File: config.mk
export PLATFORM = sky130hd
export DESIGN_NAME = instruction_fetch_unit_flat
export DESIGN_NICKNAME = d
export VERILOG_FILES = /design/src/rtl/instruction_fetch_unit_if.sv /design/src/rtl/instruction_fetch_unit.sv /design/src/flat_wrapper.sv
export SDC_FILE = /design/constraint.sdc
export NUM_CORES = 1
export LEC_CHECK = 0
export CORE_MARGIN = 10
export CORE_UTILIZATION = 49
export CTS_CLUSTER_DIAMETER = 150
export CTS_CLUSTER_SIZE = 20
export DETAILED_ROUTE_END_ITERATION = 8
export PLACE_DENSITY = 0.94
export SLEW_MARGIN = 20
export SYNTH_ARGS = -nofsm -noshare
export SYNTH_HDL_FRONTEND = slang
export SYNTH_SLANG_ARGS = --single-unit
File: constraint.sdc
create_clock -name clk -period 6.6 [get_ports clk]
set_clock_uncertainty 0.2 [all_clocks]
set_input_delay 1.98 -clock clk [delete_from_list [all_inputs] [get_ports clk]]
set_output_delay 1.98 -clock clk [all_outputs]
set_load 0.02 [all_outputs]
File: src/rtl/instruction_fetch_unit_if.sv
// Bundle between the fetch unit, the instruction memory, the hazard/branch logic and decode.
// master = fetch unit side, slave = surrounding pipeline/memory side.
interface instruction_fetch_unit_if #(
    parameter int CNT_W = 16
);
    // Control inputs from hazard/EX logic
    logic             freeze;
    logic             branch_taken;
    logic [31:0]      branch_address;
    logic             flush;
    // Combinational instruction memory port
    logic [31:0]      imem_pc;
    logic [31:0]      imem_instruction;
    // IF/ID pipeline register towards decode
    logic             if_valid;
    logic [31:0]      if_pc;
    logic [31:0]      if_instruction;
    logic [CNT_W-1:0] fetch_count;
    logic             halted;
    // Fetch state for observation (0=RESET, 1=RUN, 2=HALT)
    logic [1:0]       dbg_state;

    modport master (
        input  freeze, branch_taken, branch_address, flush, imem_instruction,
        output imem_pc, if_valid, if_pc, if_instruction, fetch_count, halted, dbg_state
    );

    modport slave (
        output freeze, branch_taken, branch_address, flush, imem_instruction,
        input  imem_pc, if_valid, if_pc, if_instruction, fetch_count, halted, dbg_state
    );
endinterface

File: src/rtl/instruction_fetch_unit.sv
// Program counter and IF/ID register with freeze, branch redirect and flush.
// Optional macro FETCH_HALT_ON_ZERO_EN: a fetched all-zero word halts fetch until reset or branch.
module instruction_fetch_unit #(
    parameter logic [31:0] RESET_PC = 32'd0,
    parameter logic [31:0] PC_STEP  = 32'd4,
    parameter int          CNT_W    = 16
) (
    input  logic                     clk,
    input  logic                     rst_n,
    instruction_fetch_unit_if.master bus
);
    typedef enum logic [1:0] {
        S_RESET = 2'd0,
        S_RUN   = 2'd1,
        S_HALT  = 2'd2
    } state_t;

    state_t           state_q, state_d;
    logic [31:0]      pc_q, pc_d;
    logic             if_valid_q, if_valid_d;
    logic [31:0]      if_pc_q, if_pc_d;
    logic [31:0]      if_instruction_q, if_instruction_d;
    logic [CNT_W-1:0] fetch_count_q, fetch_count_d;

    logic halted_now;
    logic load_en;
    logic zero_halt;

    always_comb begin
        halted_now = (state_q == S_HALT);
        // While halted, freeze is irrelevant: nothing loads until a redirect.
        load_en    = !bus.flush && !bus.freeze && !halted_now;
`ifdef FETCH_HALT_ON_ZERO_EN
        zero_halt  = load_en && (bus.imem_instruction == 32'h0) && !bus.branch_taken;
`else
        zero_halt  = 1'b0;
`endif

        pc_d             = pc_q;
        if_valid_d       = if_valid_q;
        if_pc_d          = if_pc_q;
        if_instruction_d = if_instruction_q;
        fetch_count_d    = fetch_count_q;
        state_d          = state_q;

        // A redirect always wins over stall or halt so it is never lost.
        if (bus.branch_taken) begin
            pc_d = bus.branch_address;
        end else if (bus.freeze || halted_now || zero_halt) begin
            pc_d = pc_q;
        end else begin
            pc_d = pc_q + PC_STEP;
        end

        if (bus.flush) begin
            if_valid_d       = 1'b0;
            if_pc_d          = 32'h0;
            if_instruction_d = 32'h0;
        end else if (zero_halt) begin
            if_valid_d = 1'b0;
        end else if (load_en) begin
            if_valid_d       = 1'b1;
            if_pc_d          = pc_q + PC_STEP;
            if_instruction_d = bus.imem_instruction;
            fetch_count_d    = fetch_count_q + 1'b1;
        end

        if (halted_now && bus.branch_taken) begin
            state_d = S_RUN;
        end else if (zero_halt) begin
            state_d = S_HALT;
        end else if (state_q == S_RESET) begin
            state_d = S_RUN;
        end
    end

    always_ff @(posedge clk) begin
        if (!rst_n) begin
            state_q          <= S_RESET;
            pc_q             <= RESET_PC;
            if_valid_q       <= 1'b0;
            if_pc_q          <= 32'h0;
            if_instruction_q <= 32'h0;
            fetch_count_q    <= '0;
        end else begin
            state_q          <= state_d;
            pc_q             <= pc_d;
            if_valid_q       <= if_valid_d;
            if_pc_q          <= if_pc_d;
            if_instruction_q <= if_instruction_d;
            fetch_count_q    <= fetch_count_d;
        end
    end

    assign bus.imem_pc        = pc_q;
    assign bus.if_valid       = if_valid_q;
    assign bus.if_pc          = if_pc_q;
    assign bus.if_instruction = if_instruction_q;
    assign bus.fetch_count    = fetch_count_q;
    assign bus.dbg_state      = state_q;
`ifdef FETCH_HALT_ON_ZERO_EN
    assign bus.halted         = halted_now;
`else
    assign bus.halted         = 1'b0;
`endif
endmodule

File: src/flat_wrapper.sv
// flat-port wrapper written by rule: the top's interface ports become plain ports
module instruction_fetch_unit_flat 
#(
    parameter logic [31:0] RESET_PC = 32'd0,
    parameter logic [31:0] PC_STEP  = 32'd4,
    parameter int          CNT_W    = 16
)
  (clk, rst_n, bus_freeze, bus_branch_taken, bus_branch_address, bus_flush, bus_imem_instruction, bus_imem_pc, bus_if_valid, bus_if_pc, bus_if_instruction, bus_fetch_count, bus_halted, bus_dbg_state);
  instruction_fetch_unit_if #(.CNT_W(CNT_W)) bus_i ();
  input  logic clk;
  input  logic rst_n;
  input wire logic [$bits(bus_i.freeze)-1:0] bus_freeze;
  input wire logic [$bits(bus_i.branch_taken)-1:0] bus_branch_taken;
  input wire logic [$bits(bus_i.branch_address)-1:0] bus_branch_address;
  input wire logic [$bits(bus_i.flush)-1:0] bus_flush;
  input wire logic [$bits(bus_i.imem_instruction)-1:0] bus_imem_instruction;
  output wire logic [$bits(bus_i.imem_pc)-1:0] bus_imem_pc;
  output wire logic [$bits(bus_i.if_valid)-1:0] bus_if_valid;
  output wire logic [$bits(bus_i.if_pc)-1:0] bus_if_pc;
  output wire logic [$bits(bus_i.if_instruction)-1:0] bus_if_instruction;
  output wire logic [$bits(bus_i.fetch_count)-1:0] bus_fetch_count;
  output wire logic [$bits(bus_i.halted)-1:0] bus_halted;
  output wire logic [$bits(bus_i.dbg_state)-1:0] bus_dbg_state;
  assign bus_i.freeze = bus_freeze;
  assign bus_i.branch_taken = bus_branch_taken;
  assign bus_i.branch_address = bus_branch_address;
  assign bus_i.flush = bus_flush;
  assign bus_i.imem_instruction = bus_imem_instruction;
  assign bus_imem_pc = bus_i.imem_pc;
  assign bus_if_valid = bus_i.if_valid;
  assign bus_if_pc = bus_i.if_pc;
  assign bus_if_instruction = bus_i.if_instruction;
  assign bus_fetch_count = bus_i.fetch_count;
  assign bus_halted = bus_i.halted;
  assign bus_dbg_state = bus_i.dbg_state;
  instruction_fetch_unit #(.RESET_PC(RESET_PC), .PC_STEP(PC_STEP), .CNT_W(CNT_W)) u_core (.clk(clk), .rst_n(rst_n), .bus(bus_i));
endmodule
==> run_results.csv, run 1 <==
group,metric,value,unit
routing,routed_wl,16500,um
setup_path,reg2regPathDepth,5,
timing,hold_violations,0,
setup_path,critical_path_class,"primary input to register",
power,powerDensity,236,nW/um2
routing,viasPerCell,5.58,
yosys,seq_area_frac_synth,0.440,
yosys,yosys.area.top_type,"dfxtp_1",
clocking,ctsHoldBuffers,0,
setup_path,r2r-end,"u_core.bus.if_pc[30]$_SDFFE_PP0P_",
power,switching_share,0.260,
setup_path,cp.depth,5,
timing,setup_viol,0,
flow_run,maxCapViolCount,0,
global_routing,grt_pass1_vias,5071,
yosys,yosys-top-cells-area,"dfxtp_1, mux2i_1, xnor2_1, nor2_1, xor2_1",
timing,fmax,233,MHz
layout,diodes,0,
setup_path,crit_fanout,40,
power,power_switching,461,uW
layout,drive_above_1_share,0.0608,
yosys,synthFlopType,"dfxtp_1",
setup_path,end_kind,"register",
setup_path,required,6.79,ns
yosys,synth_xor_area_frac,0.113,
power,ir_worst_vdd,0.000167,V
yosys,synth.top_cell.area_share,0.440,
setup_path,r2r_start,"u_core.bus.imem_pc[7]$_SDFFE_PN0N_",
global_routing,grt.overflow.total,0,
die,die_area,15100,um2
yosys,async_reset_ff_frac,0,
yosys,syn_avg_cell_area,8.89,um2
global_routing,antenna_found_initial,0,
setup_path,cp_cell_sequence,"clkdlybuf4s50_1 > clkinv_1 > buf_4 > o21ai_0 > a21oi_1",
clocking,clock_latency,0.50,ns
routing,first_pass_iters,6,
timing,setup_tns,0,ns
layout,num-nets-final,815,
clocking,clock_sinks,114,
yosys,synth-edff-count,0,
power,fin_total_pwr,1.77,mW
routing,drc,0,
timing,slew_headroom,0.340,
clocking,cts_setup_buffers,0,
setup_path,slowest_stage,"clkinv_1",
yosys,synth_top_family_by_area,"simple AND/OR/NAND/NOR gates",
place,hpwl,12200,um
die,core-area,10300,um2
routing,num_vias,4978,
timing,rsz0062_at_grt,"false",
routing,ant_nets,0,
clocking,cts_resized,0,
power,leakage,2.73,nW
routing,wl_per_cell,18.5,um
setup_path,r2r_setup_slack,4.05,ns
min_path,hold_start,"u_core.bus.if_pc[7]$_SDFFE_PP0P_",
die,die_w,123,um
power,p_int,1.31,mW
layout,areaGrowthSynthToFinish,45.0,%
yosys,ys_ff_latch,114,
setup_path,crit_family,"buffers and inverters",
power,power_frac_comb,0.133,
routing,drtIter0Drc,462,
clocking,clockBufferDepth,2,
setup_path,cp-start-kind,"primary input",
timing,period_needed,4.28,ns
setup_path,path_buf_inv,3,
min_path,hold_path_depth,2,
yosys,synth-warning-count,0,
die,rows,37,
yosys,synth_simple_gate_area_frac,0.208,
clocking,cts_tree,"yes",
power,p_clk_frac,0.442,
global_routing,grt_pass1_wl,25900,um
clocking,path_clk_slew,0.06,ns
clocking,root_buffer,"clkbuf_8",
yosys,syn_inst,583,
min_path,hold_end,"u_core.bus.if_pc[7]$_SDFFE_PP0P_",
timing,drv_slew,0,
die,pin_count,185,
yosys,synth-adder-area-share,0.00483,
place,io_buffers,182,
yosys,synth_area,5180,um2
timing,tightest_slew,0.983,ns
yosys,yosys.cell_types.count,42,
die,initial_utilization,0.502,
place,finalWeightedCongestion,0.943,
min_path,hp-class,"register to register",
setup_path,crit_arrival,4.47,ns
timing,finalCritPeriodShare,0.649,
setup_path,max_stage_delay,0.94,ns
global_routing,grt_max_degree,67,
layout,layout_commonest_cell,"clkdlybuf4s50_1",
clocking,h-tree-depth,4,
layout,mostFrequentLayoutCells,"clkdlybuf4s50_1, dfxtp_1, nor2_1",
die,die_h,123,um
outcome,outcome,"complete, no violations",
clocking,cts_made_buffers,17,
global_routing,grt_util_all_layers,0.214,
yosys,synthMuxAreaShare,0.0772,
layout,instances_no_fill,892,
power,p_seq_frac,0.425,
yosys,synth_compound_area_frac,0.108,
place,dp.cells,861,
## cells in the mapped netlist (all sizes together), types with 4 or more instances
cell type / count
nand2: 35
clkbuf: 27
a211oi: 11
a221oi: 7
xor2: 22
and3: 7
inv: 14
o21ai: 35
buf: 17
and2: 16
or3: 5
nand3: 19
dfxtp: 114
nand4: 15
xnor2: 45
and4: 5
a21boi: 4
a21oi: 33
nor2: 67
mux2i: 40
nor2b: 6
nor4: 6
nor3: 22
## metrics by stage
| stage | util | area (um2) | hold WS, ns | worst slack (ns) |
|---|---|---|---|---|
| after CTS | 0.728 | 7520 | 0.270 | 2.57 |
| after floorplan | - | 5190 | 0.322 | 3.02 |
| after detailed placement | 0.678 | 7000 | 0.264 | 2.07 |
| after global placement | 0.678 | 7000 | 0.251 | 2.14 |
| final | 0.728 | 7520 | 0.269 | 2.32 |
| after global routing | 0.728 | 7520 | 0.300 | 2.10 |
## worst min-delay path, stage by stage, from the launching register on
cell	delay [ns]
dfxtp_1	0.31
nand2_1	0.06
a21oi_1	0.05
## worst max-delay path by stage
stage	endpoint	slack [ns]	from
after detailed placement	u_core.bus.fetch_count[10]$_SDFFE_PN0P_	2.07	bus_freeze
final	u_core.bus.imem_pc[22]$_SDFFE_PN0N_	2.32	bus_branch_taken
after CTS	u_core.bus.fetch_count[12]$_SDFFE_PN0P_	2.57	bus_freeze
after global routing	u_core.bus.imem_pc[22]$_SDFFE_PN0N_	2.10	bus_branch_taken
after global placement	u_core.bus.fetch_count[12]$_SDFFE_PN0P_	2.14	bus_freeze
after floorplan	u_core.bus.if_instruction[10]$_SDFFE_PP0P_	3.02	bus_freeze
## registers in the layout, indices dropped and copies added, names as in the netlist
register and cells:
u_core.bus.if_pc 32, u_core.bus.if_valid 1, u_core.bus.if_instruction 32, u_core.bus.fetch_count 16, u_core.bus.dbg_state 1, u_core.bus.imem_pc 32
## cells by family after synthesis
| logic type | count (synthesis) |
|---|---|
| other | 1 |
| adders and majority gates | 2 |
| AOI/OAI and AO/OA | 93 |
| xor gates and xnor gates | 67 |
| buffers and inverters | 58 |
| DFF | 114 |
| and+or+nand+nor | 208 |
| muxes | 40 |
## cell type report
class	instances	area [um2]
Tap cell	136	170
Clock inverter	10	62.6
Sequential cell	114	2280
Inverter	14	52.6
Timing Repair Buffer	185	1840
Fill cell	727	2810
Clock buffer	21	449
Multi-Input combinational cell	412	2660
## routing by layer
metal  part of all wire  vias up  GRT usage
li1                   -     2321          -
met1               0.35     2297      0.228
met2               0.48      315      0.352
met3               0.14       45      0.105
met4              0.034        0     0.0972
met5                  0        -          0
## power by group through the flow
stage               sequential [mW]  combinational, mW  clock [mW]
floorplan                     0.788             0.0916           0
global placement              0.764              0.228           0
detailed placement            0.767              0.235           0
CTS                           0.753              0.237       0.788
global route                  0.757              0.253       0.823
finish                        0.754              0.235       0.783
Note: power is estimated with default switching activity, not from simulation.
==> inputs of run 2 (changes only) <==
--- a/config.mk
+++ b/config.mk
@@ -6,11 +6,11 @@
 export NUM_CORES = 1
 export LEC_CHECK = 0
 export CORE_MARGIN = 10
-export CORE_UTILIZATION = 49
+export CORE_UTILIZATION = 41
 export CTS_CLUSTER_DIAMETER = 150
 export CTS_CLUSTER_SIZE = 20
 export DETAILED_ROUTE_END_ITERATION = 8
-export PLACE_DENSITY = 0.94
+export PLACE_DENSITY = 0.85
 export SLEW_MARGIN = 20
 export SYNTH_ARGS = -nofsm -noshare
 export SYNTH_HDL_FRONTEND = slang
==> constraint.sdc (replaced) <==
create_clock -name clk -period 3.8 [get_ports clk]
set_clock_uncertainty 0.2 [all_clocks]
set_input_delay 1.14 -clock clk [delete_from_list [all_inputs] [get_ports clk]]
set_output_delay 1.14 -clock clk [all_outputs]
set_load 0.02 [all_outputs]
==> run 2 against run 1 <==
  * Count of clock-buffer cells in the layout is 4 higher
  * Highest routed layer unchanged
  * Sequential share of layout area decreased by 0.75 points
  * Sequential power increased by 74%
  * Largest cell class unchanged
  * Flip-flop and latch count unchanged
  * Critical path depth down 4
  * Non-clock buffer count grew 5
  * Total power is 88% higher
  * Clock power is 110% higher
==> run_results.csv, run 2 (synthesis results as in run 1) <==
group,metric,value,unit
outcome,outcome,"complete, no violations",
timing,drv_slew,0,
setup_path,required,2.46,ns
place,hpwl,11700,um
setup_path,end_kind,"primary output",
flow_run,maxCapViolCount,0,
clocking,cts_made_buffers,17,
clocking,clock_sinks,114,
clocking,cts_tree,"yes",
timing,fmax,324,MHz
routing,viasPerCell,5.06,
routing,wl_met2,7710,um
global_routing,grt_pass1_wl,25400,um
timing,fin_ws,0.717,ns
clocking,clockBufferDepth,2,
setup_path,path_buf_inv,1,
setup_path,crit_arrival,1.74,ns
die,pin_count,185,
clocking,clock_latency,0.41,ns
clocking,h-tree-depth,4,
routing,wl_per_cell,17.1,um
global_routing,antenna_found_initial,1,
setup_path,crit_fanout,11,
clocking,cts_resized,0,
clocking,root_buffer,"clkbuf_16",
routing,first_pass_iters,7,
place,io_buffers,182,
routing,drtIter0Drc,413,
setup_path,max_stage_delay,0.72,ns
global_routing,grt_pass1_vias,4700,
setup_path,crit_family,"buffers and inverters",
routing,drc,0,
setup_path,cp_cell_sequence,"clkdlybuf4s50_1",
timing,tightest_slew,0.622,ns
timing,setup_tns,0,ns
clocking,path_clk_slew,0.05,ns
place,finalWeightedCongestion,0.823,
layout,multiInputGateArea,2660,um2
routing,routed_wl,16000,um
layout,areaGrowthSynthToFinish,48.7,%
routing,num_vias,4716,
power,leakage,2.81,nW
power,powerDensity,432,nW/um2
place,place_ws,0.778,ns
layout,seq_area,2280,um2
timing,finalCritPeriodShare,0.811,
setup_path,critical_path_class,"register to primary output",
clocking,ctsHoldBuffers,0,
setup_path,reg2regPathDepth,5,
min_path,hp-class,"register to register",
layout,drive_above_1_share,0.0672,
die,core-area,12500,um2
die,rows,41,
routing,ant_nets,0,
layout,mostFrequentLayoutCells,"clkdlybuf4s50_1, dfxtp_1, nor2_1",
timing,slew_headroom,0.580,
die,die_area,17500,um2
layout,layout_commonest_cell,"clkdlybuf4s50_1",
min_path,hold_path_depth,2,
layout,num-nets-final,820,
global_routing,grt_max_degree,52,
setup_path,slowest_stage,"clkdlybuf4s50_1",
setup_path,cp-start-kind,"register",
clocking,cts_setup_buffers,0,
timing,setup_viol,0,
timing,rsz0062_at_grt,"false",
timing,period_needed,3.08,ns
timing,hold_violations,0,
die,die_w,132,um
die,die_h,132,um
die,initial_utilization,0.414,
routing,routed.top_layer,"met4",
routing,wl_met1,6570,um
setup_path,cp.depth,1,
routing,dr_wl_met3,1530,um
power,ir_worst_vdd,0.000304,V
layout,fillers,1088,
global_routing,grt.overflow.total,0,
global_routing,grt_util_all_layers,0.179,
==> run 2: per-layer routing <==
layer | track usage | vias to the layer above
met5 | 0 | -
met1 | 0.207 | 2187
met4 | 0.0599 | 0
met3 | 0.0787 | 11
met2 | 0.290 | 185
li1 | - | 2333
==> run 2: where the power goes <==
part	internal [mW]	leakage [nW]	switching, mW
clock	1.09	0.303	0.525
combinational	0.213	1.58	0.197
sequential	1.25	0.933	0.0612
==> run 2: worst paths after layout <==
check / start / end / slack, ns
hold / removal: u_core.bus.if_pc[4]$_SDFFE_PP0P_ / u_core.bus.if_pc[4]$_SDFFE_PP0P_ / 0.26
setup / recovery: u_core.bus.imem_pc[6]$_SDFFE_PN0N_ / bus_imem_pc[6] / 0.72
hold reg to reg: u_core.bus.if_pc[4]$_SDFFE_PP0P_ / u_core.bus.if_pc[4]$_SDFFE_PP0P_ / 0.26
setup reg to reg: u_core.bus.imem_pc[7]$_SDFFE_PN0N_ / u_core.bus.if_pc[30]$_SDFFE_PP0P_ / 1.27
==> run 2: area by class of cell <==
class | instances | share of cell area
antenna | 1 | 0.000325
inverter | 14 | 0.00682
timing repair buffer | 190 | 0.245
tap | 172 | 0.0279
clock inverter | 4 | 0.00909
multi-input combinational | 412 | 0.345
clock buffer | 25 | 0.0695
sequential | 114 | 0.296
==> run 2: metrics by stage <==
stage / std cells / instance area (um2) / power (mW) / utilization / hold slack (ns)
after floorplan: 584 / 5190 / 1.53 / - / 0.322
after global placement: 902 / 7100 / 1.74 / 0.567 / 0.244
after detailed placement: 902 / 7100 / 1.74 / 0.567 / 0.243
after CTS: 931 / 7700 / 3.36 / 0.616 / 0.258
after global routing: 931 / 7700 / 3.46 / 0.616 / 0.284
final: 932 / 7710 / 3.33 / 0.616 / 0.259
==> inputs of run 3 (changes only) <==
--- a/config.mk
+++ b/config.mk
@@ -6,11 +6,11 @@
 export NUM_CORES = 1
 export LEC_CHECK = 0
 export CORE_MARGIN = 10
-export CORE_UTILIZATION = 41
+export CORE_UTILIZATION = 45
 export CTS_CLUSTER_DIAMETER = 150
 export CTS_CLUSTER_SIZE = 20
 export DETAILED_ROUTE_END_ITERATION = 8
-export PLACE_DENSITY = 0.85
+export PLACE_DENSITY = 0.88
 export SLEW_MARGIN = 20
 export SYNTH_ARGS = -nofsm -noshare
 export SYNTH_HDL_FRONTEND = slang
==> constraint.sdc (replaced) <==
create_clock -name clk -period 3.1 [get_ports clk]
set_clock_uncertainty 0.2 [all_clocks]
set_input_delay 0.93 -clock clk [delete_from_list [all_inputs] [get_ports clk]]
set_output_delay 0.93 -clock clk [all_outputs]
set_load 0.02 [all_outputs]
==> run 3 against run 2 <==
  * Register-to-register slack got worse by 0.66 ns
  * Non-clock buffer count increased by 4
  * Worst hold slack got worse by 0.0038 ns
  * Via count increased by 1.9%
  * Critical endpoint is now bus_imem_pc[7]
  * Largest cell class unchanged
  * Highest routed layer unchanged
==> run_results.csv, run 3 (synthesis results as in run 1) <==
group,metric,value,unit
outcome,outcome,"complete, no violations",
layout,instances_no_fill,909,
global_routing,grt_util_all_layers,0.197,
clocking,cts_tree,"yes",
layout,seq_area,2280,um2
setup_path,max_stage_delay,0.70,ns
routing,first_pass_iters,5,
routing,drc,0,
clocking,clock_sinks,114,
power,ir_worst_vdd,0.000470,V
layout,layout_commonest_cell,"clkdlybuf4s50_1",
timing,period_needed,2.79,ns
setup_path,slowest_stage,"clkdlybuf4s50_1",
routing,routed_wl,16200,um
power,fin_total_pwr,4.03,mW
die,rows,39,
place,hpwl,12100,um
setup_path,crit_family,"buffers and inverters",
timing,setup_tns,0,ns
setup_path,reg2regPathDepth,5,
layout,fillers,861,
power,powerDensity,524,nW/um2
clocking,cts_setup_buffers,0,
timing,finalCritPeriodShare,0.900,
layout,num-nets-final,824,
routing,num_vias,4807,
clocking,ctsHoldBuffers,0,
clocking,cts_resized,0,
min_path,hold_start,"u_core.bus.if_pc[14]$_SDFFE_PP0P_",
die,core-area,11400,um2
global_routing,antenna_found_initial,0,
setup_path,r2r-end,"u_core.bus.if_pc[31]$_SDFFE_PP0P_",
clocking,root_buffer,"clkbuf_16",
die,initial_utilization,0.456,
routing,routed.top_layer,"met4",
die,pin_count,185,
clocking,clockBufferDepth,2,
timing,hold_violations,0,
timing,drv_slew,0,
place,finalWeightedCongestion,0.854,
clocking,path_clk_slew,0.05,ns
routing,wl_met1,5980,um
setup_path,critical_path_class,"register to primary output",
clocking,cts_made_buffers,17,
routing,dr_wl_met3,1490,um
setup_path,r2r_start,"u_core.bus.imem_pc[7]$_SDFFE_PN0N_",
clocking,h-tree-depth,4,
setup_path,required,1.97,ns
flow_run,maxCapViolCount,0,
layout,drive_above_1_share,0.0731,
setup_path,r2r_setup_slack,0.61,ns
global_routing,grt_max_degree,66,
global_routing,grt_pass1_wl,26000,um
setup_path,cp_cell_sequence,"clkdlybuf4s50_1",
min_path,hold_path_depth,2,
layout,multiInputGateArea,2660,um2
timing,rsz0062_at_grt,"false",
setup_path,crit_arrival,1.66,ns
setup_path,crit_fanout,10,
routing,wl_met2,8370,um
layout,diodes,0,
layout,areaGrowthSynthToFinish,48.2,%
routing,viasPerCell,5.29,
global_routing,grt_pass1_vias,4968,
routing,ant_nets,0,
routing,wl_per_cell,17.9,um
global_routing,grt.overflow.total,0,
setup_path,cp-start-kind,"register",
layout,mostFrequentLayoutCells,"clkdlybuf4s50_1, dfxtp_1, nor2_1",
min_path,hold_end,"u_core.bus.if_pc[14]$_SDFFE_PP0P_",
clocking,clock_latency,0.41,ns
setup_path,end_kind,"primary output",
place,dp.cells,877,
die,die_w,127,um
timing,setup_viol,0,
setup_path,path_buf_inv,1,
die,die_area,16200,um2
die,die_h,127,um
timing,fmax,358,MHz
min_path,hp-class,"register to register",
setup_path,startpoint,"u_core.bus.imem_pc[7]$_SDFFE_PN0N_",
place,io_buffers,182,
routing,drtIter0Drc,362,
power,leakage,2.82,nW
-- run 3: cell count changes in the layout (fill, tap and decap cells not counted) --
cell	before	now
clkinv_2	2	9
buf_12	1	2
clkinvlp_4	0	1
clkbuf_8	8	0
diode_2	1	0
clkbuf_1	0	2
buf_4	8	11
bufinv_16	2	3
-- run 3: worst max-delay path by stage --
stage	to	cells after the start
2_1_floorplan	u_core.bus.if_instruction[10]$_SDFFE_PP0P_	5
3_5_place_dp	u_core.bus.fetch_count[12]$_SDFFE_PN0P_	6
4_1_cts	bus_imem_pc[7]	1
5_1_grt	bus_imem_pc[7]	1
6_report	bus_imem_pc[7]	1
3_3_place_gp	u_core.bus.fetch_count[12]$_SDFFE_PN0P_	6
-- run 3: layer usage --
| metal | vias to the layer above | GRT usage |
|---|---|---|
| li1 | 2341 | - |
| met3 | 32 | 0.0827 |
| met5 | - | 0 |
| met4 | 0 | 0.0851 |
| met1 | 2253 | 0.207 |
| met2 | 181 | 0.338 |
-- run 3: per-stage QoR --
step | instance area [um2] | util | hold WS, ns | setup WS (ns)
detailed placement | 7110 | 0.625 | 0.256 | 0.352
global route | 7680 | 0.676 | 0.282 | 0.242
CTS | 7680 | 0.676 | 0.261 | 0.299
finish | 7680 | 0.676 | 0.255 | 0.311
floorplan | 5190 | - | 0.322 | 0.574
global placement | 7110 | 0.625 | 0.237 | 0.398
-- run 3: report_power, final --
part	switching, mW	total, mW	leakage (nW)	internal [mW]
clock	0.668	1.91	0.290	1.25
combinational	0.249	0.514	1.60	0.265
sequential	0.0699	1.60	0.933	1.53
-- run 3: area by class of cell --
class / count / share of cell area
clock inverter: 13 / 0.0186
timing repair buffer: 194 / 0.252
tap: 143 / 0.0233
sequential: 114 / 0.297
clock buffer: 19 / 0.0564
inverter: 14 / 0.00684
multi-input combinational: 412 / 0.346
